--- config.mk ---
export PLATFORM = sky130hd
export DESIGN_NAME = float_acc
export DESIGN_NICKNAME = d
export VERILOG_FILES = /design/src/rtl/float_acc.sv
export SDC_FILE = /design/constraint.sdc
export NUM_CORES = 1
export LEC_CHECK = 0
export BUFFER_PORTS_ARGS = -buffer_cell sky130_fd_sc_hd__buf_2
export CAP_MARGIN = 5
export CORE_AREA = 2 2 172 132
export DETAILED_ROUTE_END_ITERATION = 7
export DIE_AREA = 0 0 174 134
export PLACE_DENSITY = 0.75
export SETUP_SLACK_MARGIN = 0.3
export SKIP_LAST_GASP = 1
export SYNTH_ARGS = -nofsm -noshare
export SYNTH_HDL_FRONTEND = slang
export SYNTH_SLANG_ARGS = --single-unit
--- constraint.sdc ---
create_clock -name clk_i -period 6.3 [get_ports clk_i]
set_input_delay 0.63 -clock clk_i [delete_from_list [all_inputs] [get_ports clk_i]]
set_output_delay 0.63 -clock clk_i [all_outputs]
set_load 0.1 [all_outputs]
--- src/rtl/float_acc.sv ---
// float_acc: multi-cycle IEEE 754 single-precision accumulator fed by a product stream
//
// Ports:
//    clk_i        rising-edge clock
//    rst_ni       synchronous active-low reset
//    in_valid_i   product word valid
//    in_ready_o   word can be accepted this cycle (IDLE only)
//    in_data_i    product word, IEEE 754 layout
//    in_last_i    word closes the current sum
//    out_valid_o  sum word valid (OUT state)
//    out_ready_i  consumer accepts the sum
//    out_data_o   accumulated sum, held while out_valid_o=1
//    busy_o       FSM not in IDLE
//
// Number conventions: truncation only, exponent 0 is zero (incl. -0), no NaN/Inf.
// Optional macro FLOAT_ACC_FAST_ALIGN_EN: barrel shifter + leading-zero count make
// ALIGN and NORM single-cycle (fixed 5-cycle latency); results are bit-identical.
module float_acc #(
   parameter int E     = 8,
   parameter int M     = 23,
   parameter int Width = 1 + E + M
) (
   input  logic             clk_i,
   input  logic             rst_ni,
   input  logic             in_valid_i,
   output logic             in_ready_o,
   input  logic [Width-1:0] in_data_i,
   input  logic             in_last_i,
   output logic             out_valid_o,
   input  logic             out_ready_i,
   output logic [Width-1:0] out_data_o,
   output logic             busy_o
);
   // working mantissa: hidden bit, M fraction bits, 2 guard bits
   localparam int MW = M + 3;
   localparam int XW = E + 1;
   localparam logic [E-1:0]  FAR  = E'(MW);
   localparam logic [XW-1:0] EMAX = {1'b0, {E{1'b1}}};
`ifdef FLOAT_ACC_FAST_ALIGN_EN
   localparam bit FAST = 1'b1;
`else
   localparam bit FAST = 1'b0;
`endif

   typedef enum logic [2:0] {IDLE, ALIGN, ADD, NORM, FIN, OUT} state_t;

   state_t        state_q, state_d;
   logic [Width-1:0] acc_q, acc_d;
   logic          last_q, last_d;
   logic          sa_q, sa_d, sb_q, sb_d;
   logic [E-1:0]  ea_q, ea_d, eb_q, eb_d;
   logic [MW-1:0] ma_q, ma_d, mb_q, mb_d;
   logic          sr_q, sr_d;
   logic [XW-1:0] er_q, er_d;
   logic [MW:0]   mr_q, mr_d;

   logic [E-1:0]  in_e, acc_e;
   logic          in_z;
   assign in_e  = in_data_i[Width-2:M];
   assign acc_e = acc_q[Width-2:M];
   assign in_z  = in_e == '0;

   // alignment: the operand with the smaller exponent is shifted toward the larger
   logic          a_small, align_done;
   logic [E-1:0]  ediff, el, es_n;
   logic [MW-1:0] ms, ms_n;
`ifdef FLOAT_ACC_FAST_ALIGN_EN
   always_comb begin
      a_small    = ea_q < eb_q;
      ediff      = a_small ? eb_q - ea_q : ea_q - eb_q;
      el         = a_small ? eb_q : ea_q;
      ms         = a_small ? ma_q : mb_q;
      ms_n       = ms >> ediff;
      es_n       = el;
      align_done = 1'b1;
   end
`else
   logic          far;
   logic [E-1:0]  es;
   always_comb begin
      a_small    = ea_q < eb_q;
      ediff      = a_small ? eb_q - ea_q : ea_q - eb_q;
      far        = ediff >= FAR;
      el         = a_small ? eb_q : ea_q;
      es         = a_small ? ea_q : eb_q;
      ms         = a_small ? ma_q : mb_q;
      ms_n       = far ? '0 : ms >> 1;
      es_n       = far ? el : es + E'(1);
      // the shift that closes the gap also leaves the state
      align_done = far || ediff <= E'(1);
   end
`endif

   // signed-magnitude add of the aligned mantissas
   logic        same, a_ge, sum_z, sgn;
   logic [MW:0] sum;
   always_comb begin
      same  = sa_q == sb_q;
      a_ge  = ma_q >= mb_q;
      sum   = same ? {1'b0, ma_q} + {1'b0, mb_q}
            : a_ge ? {1'b0, ma_q} - {1'b0, mb_q} : {1'b0, mb_q} - {1'b0, ma_q};
      sum_z = sum == '0;
      sgn   = (same || a_ge) ? sa_q : sb_q;
   end

   // normalisation step: carry -> one right shift, else left shifts until hidden bit set
   logic [MW:0]   nm;
   logic [XW-1:0] ne;
   logic          uf, of, norm_done;
`ifdef FLOAT_ACC_FAST_ALIGN_EN
   logic [XW-1:0] lz;
   always_comb begin
      lz = '0;
      for (int i = 0; i < MW; i++) lz = mr_q[i] ? XW'(MW - 1 - i) : lz;
   end
   always_comb begin
      nm        = mr_q[MW] ? mr_q >> 1 : mr_q << lz;
      ne        = mr_q[MW] ? er_q + XW'(1) : er_q - lz;
      // a zero sum has er_q=0 and lz=0, so it also lands here
      uf        = !mr_q[MW] && er_q <= lz;
      of        = !uf && ne >= EMAX;
      norm_done = 1'b1;
   end
`else
   always_comb begin
      nm        = mr_q[MW] ? mr_q >> 1 : mr_q[MW-1] ? mr_q : mr_q << 1;
      ne        = mr_q[MW] ? er_q + XW'(1) : mr_q[MW-1] ? er_q : er_q - XW'(1);
      uf        = ne == '0;
      of        = ne >= EMAX;
      norm_done = mr_q[MW] || mr_q[MW-1] || uf;
   end
`endif

   always_comb begin
      state_d = state_q;
      case (state_q)
         IDLE:    state_d = in_valid_i ? ALIGN : IDLE;
         ALIGN:   state_d = align_done ? ADD : ALIGN;
         ADD:     state_d = (sum_z && !FAST) ? FIN : NORM;
         NORM:    state_d = norm_done ? FIN : NORM;
         FIN:     state_d = last_q ? OUT : IDLE;
         OUT:     state_d = out_ready_i ? IDLE : OUT;
         default: state_d = IDLE;
      endcase
   end

   always_comb begin
      acc_d  = acc_q;
      last_d = last_q;
      sa_d   = sa_q;
      sb_d   = sb_q;
      ea_d   = ea_q;
      eb_d   = eb_q;
      ma_d   = ma_q;
      mb_d   = mb_q;
      sr_d   = sr_q;
      er_d   = er_q;
      mr_d   = mr_q;
      case (state_q)
         IDLE: if (in_valid_i) begin
            sa_d   = acc_q[Width-1];
            ea_d   = acc_e;
            ma_d   = acc_e == '0 ? '0 : {1'b1, acc_q[M-1:0], 2'b00};
            sb_d   = !in_z && in_data_i[Width-1];
            eb_d   = in_e;
            mb_d   = in_z ? '0 : {1'b1, in_data_i[M-1:0], 2'b00};
            last_d = in_last_i;
         end
         ALIGN: if (ediff != '0) begin
            if (a_small) begin
               ma_d = ms_n;
               ea_d = es_n;
            end else begin
               mb_d = ms_n;
               eb_d = es_n;
            end
         end
         ADD: begin
            sr_d = !sum_z && sgn;
            er_d = sum_z ? '0 : {1'b0, ea_q};
            mr_d = sum;
         end
         NORM: begin
            sr_d = sr_q && !uf;
            er_d = uf ? '0 : of ? EMAX - XW'(1) : ne;
            mr_d = uf ? '0 : of ? {1'b0, {MW{1'b1}}} : nm;
         end
         // guard bits are dropped here (truncation)
         FIN:     acc_d = {sr_q, er_q[E-1:0], mr_q[MW-2:2]};
         OUT:     acc_d = out_ready_i ? '0 : acc_q;
         default: ;
      endcase
   end

   always_ff @(posedge clk_i) begin
      if (!rst_ni) begin
         state_q <= IDLE;
         acc_q   <= '0;
         last_q  <= 1'b0;
         sa_q    <= 1'b0;
         sb_q    <= 1'b0;
         ea_q    <= '0;
         eb_q    <= '0;
         ma_q    <= '0;
         mb_q    <= '0;
         sr_q    <= 1'b0;
         er_q    <= '0;
         mr_q    <= '0;
      end else begin
         state_q <= state_d;
         acc_q   <= acc_d;
         last_q  <= last_d;
         sa_q    <= sa_d;
         sb_q    <= sb_d;
         ea_q    <= ea_d;
         eb_q    <= eb_d;
         ma_q    <= ma_d;
         mb_q    <= mb_d;
         sr_q    <= sr_d;
         er_q    <= er_d;
         mr_q    <= mr_d;
      end
   end

   always_comb begin
      in_ready_o  = state_q == IDLE;
      out_valid_o = state_q == OUT;
      busy_o      = state_q != IDLE;
      out_data_o  = out_valid_o ? acc_q : '0;
   end
endmodule

==> flow_summary.ini <==
[run_status]
outcome = completed

[clocking]
cts_resized = 0
clockBufferDepth = 2
cts_hold_buf = 0
cts_setup_buffers = 0
path_clk_slew_ns = 0.07
cts-buffers-inserted = 17
clockRootBuffer = clkbuf_16
clkSinkCount = 143
clock_latency_ns = 0.45
htreeDepth = 4
cts_tree = done

[floorplan]
die_h_microns = 134
die_w_microns = 174
initial_core_util_pct = 58.78
row_count = 47
core_area_sq_um = 21640
ios = 72
die_area_sq_um = 23320

[synthesis]
synth_seq_cells = 143
avgSynthCellArea_sq_um = 7.102
synth_nets = 1929
synth_area_leader_cell = dfxtp_1
synth_flop_cell = dfxtp_1
synth_warnings = 0
ys_top_cells_by_area = dfxtp_1 (23%), ha_1 (9.4%), a21oi_1 (8.6%)
synth_edf_count = 0
synth_cells = 1791
ys_types = 82
async_reset_ff_share_pct = 0
synth.yosys.seq_area_share_pct = 22.51
syn_area_sq_um = 12720
synth_top_area_share_pct = 22.51

[cells_and_area]
antenna_cells = 0
drive_gt1_share_pct = 9.604
final_cell_mix = a21oi_1 (215), nand2_1 (184), nor2_1 (149)
syn_to_final_growth_pct = 8.814
final_nets = 1916
stdcell_area_sq_um = 13840
final_common_cell = a21oi_1
layout.cells.non_filler = 2085

[sta]
tightest_slew_ns = 1.247
setup_violations = 0
rsz0062_at_grt = false
report.final.slew_viol_count = 0
fmax_ghz = 0.1942
hold-worst-slack_ns = 0.4422
final-hold-violation-count = 0
fin_crit_ns = 5.149
final.setup_skew_ns = 0.02083
fin_tns_setup_ns = 0
fin_crit_sh_pct = 81.73
slew_headroom_pct = 16.85

[routing]
num_vias = 14120
detail_route.wl_per_cell_microns = 21.99
top_layer_used = met4
route.met3.wl_mm = 6.049
ant_nets = 0
drt_iter0_drc = 1753
dr.pass1.iters = 7
drc = 0
viasPerCell = 6.772
wl_met2_mm = 18.40
routed_wl_mm = 45.85
wl_met1_mm = 20.45

[global_route]
grt_use_total_pct = 38.76
antenna_found_initial = 0
first_global_vias = 12511
grt_pass1_wl_mm = 71.61
grt_overflow = 0
grt_max_degree = 66

[worst_setup_path]
startpoint_type = flop
path_cells = inv_1 -> ha_1 -> inv_1 -> fa_1 -> a21oi_2 -> o221ai_2 -> o22ai_4 -> mux2i_1 -> o211ai_1 -> a2111o_1 -> a41oi_2 -> buf_4 -> or2_2 -> o21ai_0 -> a221o_1 -> a31oi_1
crit_path_max_incr_delay_ns = 0.53
cp-end-kind = flop
worstPathRequired_ns = 6.66
worstSetupPathType = reg2reg
cp_common_cell = inv_1
slowest_stage = a41oi_2
critPathTopFamily = compound AO/OA/AOI/OAI gates
crit_arrival_ns = 5.51
crit_fanout = 19
crit_buf_inv = 3

[place]
dp_cells = 2053
place_area_sq_um = 13230
io_buffers = 71
place_congestion = 1.050
dp_hpwl_mm = 33.70

[run]
maxCapViolations = 0

[hold_path]
min_path_type = in2reg
logic make-up (layout without fill, tap and decap cells):
family	after synthesis	after routing	share of synthesized area, %
AO/OA/AOI/OAI	681	681	34.91
multiplexers	21	21	1.692
adder cells (fa/ha/maj)	101	101	10.23
flip-flops	143	143	22.51
XOR/XNOR	35	35	2.410
buffers and inverters	240	240	7.250
AND/OR/NAND/NOR	570	570	21.00
registers in the layout, indices dropped and copies added, names as in the netlist:
signal,flops
sb_q,1
sa_q,1
er_q,9
mr_q,27
eb_q,8
ea_q,8
ma_q,26
state_q,3
acc_q,32
mb_q,26
last_q,1
sr_q,1
worst reg2reg max path, delay by kind of cell (launching register included):
kind	cells	cell delay (ns)
AOI/OAI and AO/OA	9	2.84
adders and majority gates	2	0.65
buffers and inverters	3	0.59
DFF	1	0.37
muxes	1	0.43
and+or+nand+nor	1	0.21
stage by stage:
stage	utilization (%)	setup slack, ns
2_1_floorplan	-	1.692
3_3_place_gp	61.12	1.413
3_5_place_dp	61.12	1.321
4_1_cts	63.96	1.292
5_1_grt	63.96	0.9409
6_report	63.96	1.151
Yosys cell counts, drive strengths merged (7+ instances only):
cell,count
a21oi,219
nand2,184
nor2,150
dfxtp,143
o21ai,125
clkbuf,116
inv,108
ha,96
a22oi,60
nand3,46
nor3,44
and2,43
a31oi,35
a211oi,33
a221oi,29
xnor2,25
nand4,18
nor2b,18
mux2i,17
buf,16
a21o,15
o22ai,15
o21a,14
o31ai,14
nor4,13
o211ai,12
o21bai,11
or3,11
and3,10
xor2,10
nand2b,9
o221ai,8
a2111oi,7
o211a,7
o22a,7
o311ai,7
o41ai,7
area by class of cell:
class,count,area (sq um)
well taps,294,367.9
inverters,108,405.4
flip-flops and latches,143,2863
clock inverters,11,142.6
clock buffers,21,470.5
fillers,2047,7800
multi-input cells,1408,9019
repair buffers,100,573.1
metal layers:
| layer | vias to the layer above | GRT usage (%) |
|---|---|---|
| met5 | - | 0 |
| met2 | 952 | 55.05 |
| li1 | 6519 | - |
| met1 | 6565 | 57.47 |
| met4 | 0 | 9.944 |
| met3 | 84 | 10.52 |
path summary, 6_finish.rpt:
path | from | to | slack [ns] | cells past startpoint
max | ea_q[0]$_SDFFE_PN0P_ | eb_q[5]$_SDFFE_PN0P_ | 1.15 | 16
min | in_data_i[31] | sb_q$_SDFFE_PN0P_ | 0.44 | 3
max reg2reg | ea_q[0]$_SDFFE_PN0P_ | eb_q[5]$_SDFFE_PN0P_ | 1.15 | 16
min reg2reg | last_q$_SDFFE_PN0P_ | last_q$_SDFFE_PN0P_ | 0.46 | 2
Power is not shown: default switching activity piles up to over one toggle a cycle in this logic, so the estimate is an artifact.
